$ cat config.mk
export PLATFORM = sky130hd
export DESIGN_NAME = biquad_filtro
export DESIGN_NICKNAME = d
export VERILOG_FILES = /design/src/rtl/ecualizador_pkg.sv /design/src/rtl/sync_flanco.sv /design/src/rtl/biquad_filtro.sv
export SDC_FILE = /design/constraint.sdc
export NUM_CORES = 1
export LEC_CHECK = 0
export BUFFER_PORTS_ARGS = -buffer_cell sky130_fd_sc_hd__buf_4
export CAP_MARGIN = 20
export CORE_UTILIZATION = 55
export DETAILED_ROUTE_END_ITERATION = 12
export PLACE_DENSITY = 0.81
export SLEW_MARGIN = 20
export SYNTH_ARGS = -nofsm -noshare
export SYNTH_HDL_FRONTEND = slang
export SYNTH_SLANG_ARGS = --single-unit
$ cat constraint.sdc
create_clock -name clk -period 4.4 [get_ports clk]
set_clock_uncertainty 0.2 [all_clocks]
set_input_delay 0.22 -clock clk [delete_from_list [all_inputs] [get_ports clk]]
set_output_delay 0.22 -clock clk [all_outputs]
set_load 0.03 [all_outputs]
$ cat src/rtl/ecualizador_pkg.sv
// -----------------------------------------------------------------------------
// ecualizador_pkg
// Shared types and constants for the equaliser signal chain.
//   - estado_t        : biquad sequencer states (IDLE, MAC, OUT)
//   - COEF_W/FRAC     : sample/coefficient width and Q2.13 fraction bits
//   - ACC_W/PROD_W    : accumulator and product widths
//   - redondear_saturar : round-half-up, shift by FRAC, clamp to 16 bits
// -----------------------------------------------------------------------------
package ecualizador_pkg;

    typedef enum logic [1:0] {
        IDLE = 2'd0,
        MAC  = 2'd1,
        OUT  = 2'd2
    } estado_t;

    localparam int COEF_W = 16;
    localparam int FRAC   = 13;
    localparam int ACC_W  = 35;
    localparam int PROD_W = 2 * COEF_W;
    localparam int SHR_W  = ACC_W - FRAC;

    // Index of the last product term (B0, B1, B2, A1, A2 -> 0..4)
    localparam logic [2:0] K_LAST = 3'd4;

    // Half an LSB of the output before the shift: round half up
    localparam logic signed [ACC_W-1:0] REDONDEO = 35'sd4096;

    localparam logic signed [SHR_W-1:0] SAT_MAX = 22'sd32767;
    localparam logic signed [SHR_W-1:0] SAT_MIN = -22'sd32768;

    // Round the accumulator, drop the fraction bits and clamp to 16 bits.
    // Taking the upper slice of the rounded sum is the arithmetic shift.
    function automatic logic signed [COEF_W-1:0] redondear_saturar(
        input logic signed [ACC_W-1:0] acc
    );
        logic signed [ACC_W-1:0]  suma;
        logic signed [SHR_W-1:0]  desp;
        logic signed [COEF_W-1:0] res;
        suma = acc + REDONDEO;
        desp = suma[ACC_W-1:FRAC];
        if (desp > SAT_MAX) begin
            res = SAT_MAX[COEF_W-1:0];
        end else if (desp < SAT_MIN) begin
            res = SAT_MIN[COEF_W-1:0];
        end else begin
            res = desp[COEF_W-1:0];
        end
        return res;
    endfunction

endpackage

$ cat src/rtl/sync_flanco.sv
// -----------------------------------------------------------------------------
// sync_flanco
// Brings the ADC receiver's `listo` level into the system clock domain and
// produces a one-cycle pulse on each rising edge of the synchronised level.
// Ports:
//   clk    in  system clock
//   reset  in  asynchronous, active-high; clears all three flops
//   d      in  asynchronous level to synchronise
//   flanco out one-cycle rising-edge pulse of the synchronised level
// -----------------------------------------------------------------------------
module sync_flanco (
    input  logic clk,
    input  logic reset,
    input  logic d,
    output logic flanco
);

    logic meta_r;
    logic sync_r;
    logic prev_r;

    // Two-stage synchroniser plus the history flop for edge detection
    always_ff @(posedge clk or posedge reset) begin
        if (reset) begin
            meta_r <= 1'b0;
            sync_r <= 1'b0;
            prev_r <= 1'b0;
        end else begin
            meta_r <= d;
            sync_r <= meta_r;
            prev_r <= sync_r;
        end
    end

    // Both operands are flops, so the pulse is glitch-free and one clk wide
    assign flanco = sync_r & ~prev_r;

endmodule

$ cat src/rtl/biquad_filtro.sv
// -----------------------------------------------------------------------------
// biquad_filtro
// Second-order IIR stage between the ADC receiver and the equaliser mixer.
//   y[n] = (B0*x[n] + B1*x[n-1] + B2*x[n-2] - A1*y[n-1] - A2*y[n-2]) >> 13
// One shared multiplier evaluates the five terms over five MAC cycles; the
// result is rounded half up, saturated to 16 bits and fed back as y[n-1].
// Parameters: B0, B1, B2, A1, A2 -- signed Q2.13 coefficients.
// Ports:
//   clk      in  system clock
//   reset    in  asynchronous, active-high
//   d_in     in  16-bit signed sample, stable while listo is high
//   listo    in  sample-ready level from the ADC receiver (other clock domain)
//   y_out    out filtered sample, held until the next result
//   y_valid  out one-cycle strobe when y_out is updated
//   busy     out high from capture through the y_valid cycle
//   overrun  out sticky; a sample edge arrived while a computation was running
// -----------------------------------------------------------------------------
module biquad_filtro
    import ecualizador_pkg::*;
#(
    parameter logic signed [COEF_W-1:0] B0 = 16'sh2000,
    parameter logic signed [COEF_W-1:0] B1 = 16'sh0000,
    parameter logic signed [COEF_W-1:0] B2 = 16'sh0000,
    parameter logic signed [COEF_W-1:0] A1 = 16'sh0000,
    parameter logic signed [COEF_W-1:0] A2 = 16'sh0000
) (
    input  logic                     clk,
    input  logic                     reset,
    input  logic signed [COEF_W-1:0] d_in,
    input  logic                     listo,
    output logic signed [COEF_W-1:0] y_out,
    output logic                     y_valid,
    output logic                     busy,
    output logic                     overrun
);

    estado_t                  state_r;
    estado_t                  state_s;
    logic                     flanco_s;
    logic [2:0]               k_r;

    logic signed [COEF_W-1:0] x0_r;
    logic signed [COEF_W-1:0] x1_r;
    logic signed [COEF_W-1:0] x2_r;
    logic signed [COEF_W-1:0] y1_r;
    logic signed [COEF_W-1:0] y2_r;
    logic signed [ACC_W-1:0]  acc_r;

    logic signed [COEF_W-1:0] coef_s;
    logic signed [COEF_W-1:0] oper_s;
    logic                     resta_s;
    logic signed [PROD_W-1:0] prod_s;
    logic signed [ACC_W-1:0]  prod_ext_s;
    logic signed [COEF_W-1:0] y_sat_s;

    logic signed [COEF_W-1:0] y_out_r;
    logic                     y_valid_r;
    logic                     busy_r;
    logic                     overrun_r;

    sync_flanco u_sync (
        .clk    (clk),
        .reset  (reset),
        .d      (listo),
        .flanco (flanco_s)
    );

    // Operand selection for the shared multiplier; feedback terms subtract
    always_comb begin
        coef_s  = 16'sh0000;
        oper_s  = 16'sh0000;
        resta_s = 1'b0;
        case (k_r)
            3'd0: begin
                coef_s = B0;
                oper_s = x0_r;
            end
            3'd1: begin
                coef_s = B1;
                oper_s = x1_r;
            end
            3'd2: begin
                coef_s = B2;
                oper_s = x2_r;
            end
            3'd3: begin
                coef_s  = A1;
                oper_s  = y1_r;
                resta_s = 1'b1;
            end
            3'd4: begin
                coef_s  = A2;
                oper_s  = y2_r;
                resta_s = 1'b1;
            end
            default: begin
                coef_s  = 16'sh0000;
                oper_s  = 16'sh0000;
                resta_s = 1'b0;
            end
        endcase
    end

    assign prod_s     = coef_s * oper_s;
    assign prod_ext_s = {{(ACC_W-PROD_W){prod_s[PROD_W-1]}}, prod_s};
    assign y_sat_s    = redondear_saturar(acc_r);

    // Sequencer next-state logic
    always_comb begin
        state_s = state_r;
        case (state_r)
            IDLE: begin
                if (flanco_s) begin
                    state_s = MAC;
                end else begin
                    state_s = IDLE;
                end
            end
            MAC: begin
                if (k_r == K_LAST) begin
                    state_s = OUT;
                end else begin
                    state_s = MAC;
                end
            end
            OUT: begin
                state_s = IDLE;
            end
            default: begin
                state_s = IDLE;
            end
        endcase
    end

    // Sequencer state register
    always_ff @(posedge clk or posedge reset) begin
        if (reset) begin
            state_r <= IDLE;
        end else begin
            state_r <= state_s;
        end
    end

    // Capture, multiply-accumulate, output register and history shift
    always_ff @(posedge clk or posedge reset) begin
        if (reset) begin
            k_r       <= 3'd0;
            x0_r      <= 16'sh0000;
            x1_r      <= 16'sh0000;
            x2_r      <= 16'sh0000;
            y1_r      <= 16'sh0000;
            y2_r      <= 16'sh0000;
            acc_r     <= {ACC_W{1'b0}};
            y_out_r   <= 16'sh0000;
            y_valid_r <= 1'b0;
        end else begin
            y_valid_r <= 1'b0;
            case (state_r)
                IDLE: begin
                    if (flanco_s) begin
                        x0_r  <= d_in;
                        acc_r <= {ACC_W{1'b0}};
                        k_r   <= 3'd0;
                    end
                end
                MAC: begin
                    if (resta_s) begin
                        acc_r <= acc_r - prod_ext_s;
                    end else begin
                        acc_r <= acc_r + prod_ext_s;
                    end
                    k_r <= k_r + 3'd1;
                end
                OUT: begin
                    y_out_r   <= y_sat_s;
                    y_valid_r <= 1'b1;
                    x2_r      <= x1_r;
                    x1_r      <= x0_r;
                    y2_r      <= y1_r;
                    // The clamped value, not the raw sum, is what feeds back
                    y1_r      <= y_sat_s;
                end
                default: begin
                    k_r <= 3'd0;
                end
            endcase
        end
    end

    // Status flags: busy spans capture through the y_valid cycle;
    // an edge seen outside IDLE is dropped and latches overrun
    always_ff @(posedge clk or posedge reset) begin
        if (reset) begin
            busy_r    <= 1'b0;
            overrun_r <= 1'b0;
        end else begin
            busy_r <= (state_s != IDLE) || (state_r == OUT);
            if (flanco_s && (state_r != IDLE)) begin
                overrun_r <= 1'b1;
            end
        end
    end

    assign y_out   = y_out_r;
    assign y_valid = y_valid_r;
    assign busy    = busy_r;
    assign overrun = overrun_r;

endmodule

Word-level counts from Yosys, hierarchy flattened
Cells that the tools add are included.
Operators by class
  shift operators: 0
  $lt $le $gt $ge: 2
  divide/modulo/power cells: 0
  reduce and logical (&&, ||, !) cells: 11
  multiplexer cells: 14
  $add $sub $neg: 4
  eq/ne operators: 7
  multipliers: 1
  bitwise gates (word level): 3
Operators with widths (count)
  $pmux 16 s5: 1
  $mux 35: 2
  $pmux 35 s2: 1
  $add 35x14->35 const B: 1
  $add 35x31->35: 1
  $sub 35x31->35: 1
  $mux 16: 2
  $mul 15x16->31: 1
  $gt 22x16->1 const B: 1
  $lt 22x16->1 const B: 1
  $mux 14: 1
  $pmux 3 s3: 1
  $eq 3x2->1 const B: 2
  $reduce_and 2->1: 3
  $reduce_bool 2->1: 3
  $pmux 2 s2: 1
  $add 3x1->3 const B: 1
  $eq 3x1->1 const B: 1
  $eq 3x3->1 const B: 1
  $logic_not 3->1: 1
  $mux 1: 3
  $mux 3: 1
  $eq 2x1->1 const B: 1
  $eq 2x2->1 const B: 1
  8 further kinds: 9
Word-level totals
  output and inout port bits: 19
  memories: 0
  bits in read-only memories: 0
  bits in latches: 0
  input port bits: 19
  flip-flop bits (word level): 126
  logic and storage cells: 56
  RAM bits: 0

Logic depth before layout (Yosys ltp)
  word-level depth: 6
  gate-level depth with buffers: 22
  mapped depth without buffers: 19

By module
A second synthesis with hierarchy kept.
Unflattened totals
  cell total of the unflattened synthesis: 585
  area, all modules: 6030.8 µm²
Modules (own cells, without submodules)
  biquad_filtro: cells each 580, times used 1, area each 5938.2 µm², seq. area each 2527.4 µm²
  sync_flanco: cells each 5, times used 1, area each 92.6 µm², seq. area each 75.1 µm²

Worst setup path after synthesis
OpenSTA, ideal clock, no wires.
  path type: register to register
  from: register k_r[2]
  to: register acc_r[34]
  data required time: 4.121 ns
  library setup time: 0.079 ns
  setup slack: -0.119 ns
  buffers on the path: 4
  period minus slack after synthesis: 4.519 ns
  cell stages (with the launch flop): 23
  data arrival time: 4.240 ns
  cell sequence: dfrtp_1 buf_2 buf_2 inv_1 ha_1 buf_2 buf_2 a21oi_1 o211ai_1 o21ai_0 nand4_1 or2_1 or3_1 a21boi_1 ha_1 a21o_1 a21o_1 a21oi_1 a2bb2oi_1 o31ai_1 a211o_1 nand3_1 mux2i_1
On the way
  cells in the longest elaborated chain, start to end: 6
  elaborated cells between the ends (all ways): 14
  classes of those cells: add/sub: 2; mul: 1; eq/ne: 4; mux: 5; reduce/logical: 2
RTL lines
  start: declaration: RTL line biquad_filtro.sv:40  | logic [2:0] k_r;
  start signal: assignment: RTL line biquad_filtro.sv:172  | k_r <= k_r + 3'd1;
  $eq 3x3->1 (tied with other cells): RTL line biquad_filtro.sv:73  | case (k_r)
  $pmux 16 s5 / $mux 14 (equally long branches): RTL line biquad_filtro.sv:73
  $mul 15x16->31: RTL line biquad_filtro.sv:104  | assign prod_s = coef_s * oper_s;
  $add 35x31->35 / $sub 35x31->35 (equally long branches): RTL line biquad_filtro.sv:170, biquad_filtro.sv:168
  $mux 35 *: RTL line biquad_filtro.sv:167  | if (resta_s) begin
  $pmux 35 s2 *: RTL line biquad_filtro.sv:158  | case (state_r)
  end signal: assignment: RTL line biquad_filtro.sv:162  | acc_r <= {ACC_W{1'b0}};
  end signal: assignment: RTL line biquad_filtro.sv:168  | acc_r <= acc_r - prod_ext_s;
  end signal: assignment: RTL line biquad_filtro.sv:170  | acc_r <= acc_r + prod_ext_s;
  end: declaration: RTL line biquad_filtro.sv:47  | logic signed [ACC_W-1:0] acc_r;
Every way passes the cells marked *; elsewhere a longest branch is shown, timed or not.
A chain may end at the register's enable or synchronous reset.

Worst setup path in the final report
  from: register k_r[0]
  to: register acc_r[34]
Same word-level chain as after synthesis.

==> reports/metrics.yaml <==
ant_nets: 0
ys_warn_count: 0
grt_max_degree: 69
crit_top_cell: "a21o_1"
period_needed_ns: 4.47
core_sq_um: 10400
dieArea_sq_um: 11100
cts_max_path_buffers: 2
totalWireLength_microns: 15500
hpwlAfterDp_microns: 9970
utilization: 0.698
status: "complete, but fails checks"
max_freq_ghz: 0.223
root_buffer: "clkbuf_8"
synth_edf_count: 0
synth_top_area_share: 0.437
syn_to_final_growth_pct: 22.7
required_ns: 4.50
max_slew_margin: 0.427
clk_pin_slew_ns: 0.10
synthCells: 568
grt_setup_unrepaired: "yes"
synth_seq_cells: 103
first_global_vias: 4908
die_w_microns: 106
antennaDiodeCount: 0
cts_tree: "yes"
wl_met2_microns: 7990
drc: 0
hold_class: "reg2reg"
wl_met3_microns: 795
portBuffers: 37
avgSynthCellArea_sq_um: 10.4
fin_nets: 709
drive_gt1_frac: 0.309
cts_inserted_buffers: 9
fp.dieH_microns: 106
place_ws_ns: -0.269
io_pins: 38
first_iter_violations: 374
first_pass_iters: 5
start_util: 0.569
synth.area.top_cells: "dfrtp_1 (44%), mux2_2 (10%), ha_1 (5.9%)"
finalHoldViolCount: 0
maxCapViolCount: 0
viasPerCell: 6.18
num_rows: 37
vias: 4966
slew_violations: 0
syn_area_sq_um: 5900
tightest_slew_ns: 0.859
grt_pass1_wl_microns: 24100
synthesis.nets: 615
clock-sinks: 103
start_kind: "register"
avgRoutedWirePerCell_microns: 19.4
yosysTopAreaCell: "dfrtp_1"
highest_layer: "met4"
m1WireLength_microns: 6370
finalSetupViolCount: 3
grt.overflow.total: 0
finalCritPeriodShare: 1.02
crit_slowest_cell: "dfrtp_2"
track_usage: 0.277
setup_slack_ns: -0.0745
clkLatencyLatePin_ns: 0.38
end_kind: "register"
ctsHtreeMaxLevel: 3
ys.flop_type: "dfrtp_1"
cpPeakStageDelay_ns: 0.49
n_fill_cell: 704
synth_cell_type_count: 55
crit_arrival_ns: 4.58
async_reset_ff_frac: 1.00
crit_type: "reg2reg"
grt_antenna_before_repair: 0
gp_congestion: 0.920
worstPathCellList: "ha_4 -> ha_4 -> a221o_1 -> a21o_1 -> o31ai_4 -> nand4_1 -> or2_4 -> or3_4 -> a21boi_2 -> ha_1 -> a21o_1 -> a21o_1 -> a21oi_2 -> a2bb2oi_2 -> o31ai_4 -> a211o_1 -> nand3_2 -> mux2i_1"
crit_fanout: 7
violations: "negative setup slack"
ys_seq_area_frac: 0.437
==> flip-flops by register name, summed over array words and instances (netlist names), 2 cells and up <==
signal and cells:
y2_r 5, x2_r 16, k_r 3, x1_r 16
state_r 2, x0_r 16, acc_r 23, y_out 16
==> metrics by stage <==
| stage | cells | TNS (ns) | hold slack (ns) | cell area [sq um] |
|---|---|---|---|---|
| after CTS | 796 | 0 | 0.163 | 7060 |
| after floorplan | 568 | 0 | 0.0514 | 5910 |
| after global routing | 803 | -0.941 | 0.177 | 7240 |
| final | 803 | -0.129 | 0.161 | 7240 |
| after detailed placement | 756 | -1.13 | 0.137 | 6570 |
| after global placement | 756 | -0.00299 | 0.130 | 6570 |
==> per-layer routing <==
metal	global-route usage	vias up
met5	0	-
met4	0.131	0
met1	0.356	2465
li1	-	2264
met3	0.0334	39
met2	0.469	198
==> synthesized netlist by cell type (7+ instances only) <==
| library cell | n |
|---|---|
| dfrtp_1 | 103 |
| mux2_2 | 53 |
| nand2_1 | 51 |
| a21oi_1 | 29 |
| ha_1 | 28 |
| nor2_1 | 27 |
| xor2_1 | 24 |
| xnor2_1 | 23 |
| clkbuf_1 | 20 |
| o22ai_1 | 19 |
| nand3_1 | 18 |
| o22a_1 | 16 |
| o21ai_0 | 15 |
| inv_1 | 12 |
| a21o_1 | 11 |
| nor2b_1 | 9 |
| a22oi_1 | 7 |
==> cells by family after synthesis <==
| family | after synthesis | synth area share |
|---|---|---|
| AOI/OAI and AO/OA | 148 | 0.178 |
| DFF | 103 | 0.437 |
| adders and majority gates | 28 | 0.0594 |
| buffers and inverters | 42 | 0.0307 |
| xor gates and xnor gates | 47 | 0.0697 |
| and+or+nand+nor | 146 | 0.123 |
| muxes | 54 | 0.103 |
==> critical path: cells and delay by family (launching register included) <==
kind	cells	cell delay (ns)
AOI/OAI and AO/OA	10	2.04
muxes	1	0.17
DFF	1	0.49
and+or+nand+nor	4	0.86
adders and majority gates	3	0.63
==> layout make-up <==
type	instances	area (sq um)	share of cell area
multi-input cells	423	3360	0.464
flip-flops and latches	103	2580	0.356
repair buffers	113	901	0.124
well taps	136	170	0.0235
clock buffers	11	141	0.0195
inverters	12	47.5	0.00657
clock inverters	5	40.0	0.00553
==> what timing repair did <==
item	4_1_cts	5_1_grt
setup buffers	6	8
endpoints found under the hold margin	84	0
hold buffers	18	0
pin swaps	8	29
gates resized for setup	23	30
setup endpoints to repair	9	11
==> final timing paths <==
check | start | to | slack (ns) | cells past startpoint
worst max-delay path | k_r[0] | acc_r[34] | -0.07 | 18
worst min-delay path | u_sync.meta_r | u_sync.sync_r | 0.16 | 0
worst max register to register | k_r[0] | acc_r[34] | -0.07 | 18
worst min register to register | u_sync.meta_r | u_sync.sync_r | 0.16 | 0
max in group asynchronous | reset | k_r[0] | 2.60 | 4
min in group asynchronous | reset | x0_r[12] | 0.36 | 3
==> placed cells by master (no fill, tap or decap), types with 4 or more instances in the layout <==
| master | count |
|---|---|
| a21oi_1 | 25 |
| o22ai_1 | 19 |
| mux2_2 | 53 |
| nand3b_1 | 4 |
| ha_1 | 22 |
| a22oi_1 | 6 |
| o21ai_0 | 8 |
| dlygate4sd3_1 | 18 |
| o21ai_1 | 7 |
| a31oi_1 | 5 |
| a21o_1 | 11 |
| o21a_1 | 4 |
| clkbuf_8 | 10 |
| a221o_1 | 4 |
| buf_4 | 93 |
| o22a_1 | 16 |
| dfrtp_1 | 101 |
| ha_4 | 5 |
| and2_1 | 4 |
| nand2_1 | 49 |
| a21oi_2 | 4 |
| nand3_1 | 17 |
| a221oi_1 | 4 |
| o31ai_4 | 4 |
| and3_1 | 4 |
| xor2_1 | 24 |
| nor2b_1 | 4 |
| o21bai_1 | 4 |
| xnor2_1 | 23 |
| o211ai_1 | 6 |
| nand2b_1 | 6 |
| nor2_1 | 27 |
| nor3_1 | 4 |
| inv_1 | 9 |
Power is left out: the tool's default activity adds up to more than one toggle a clock period on the data nets, which glitch-free logic cannot reach.
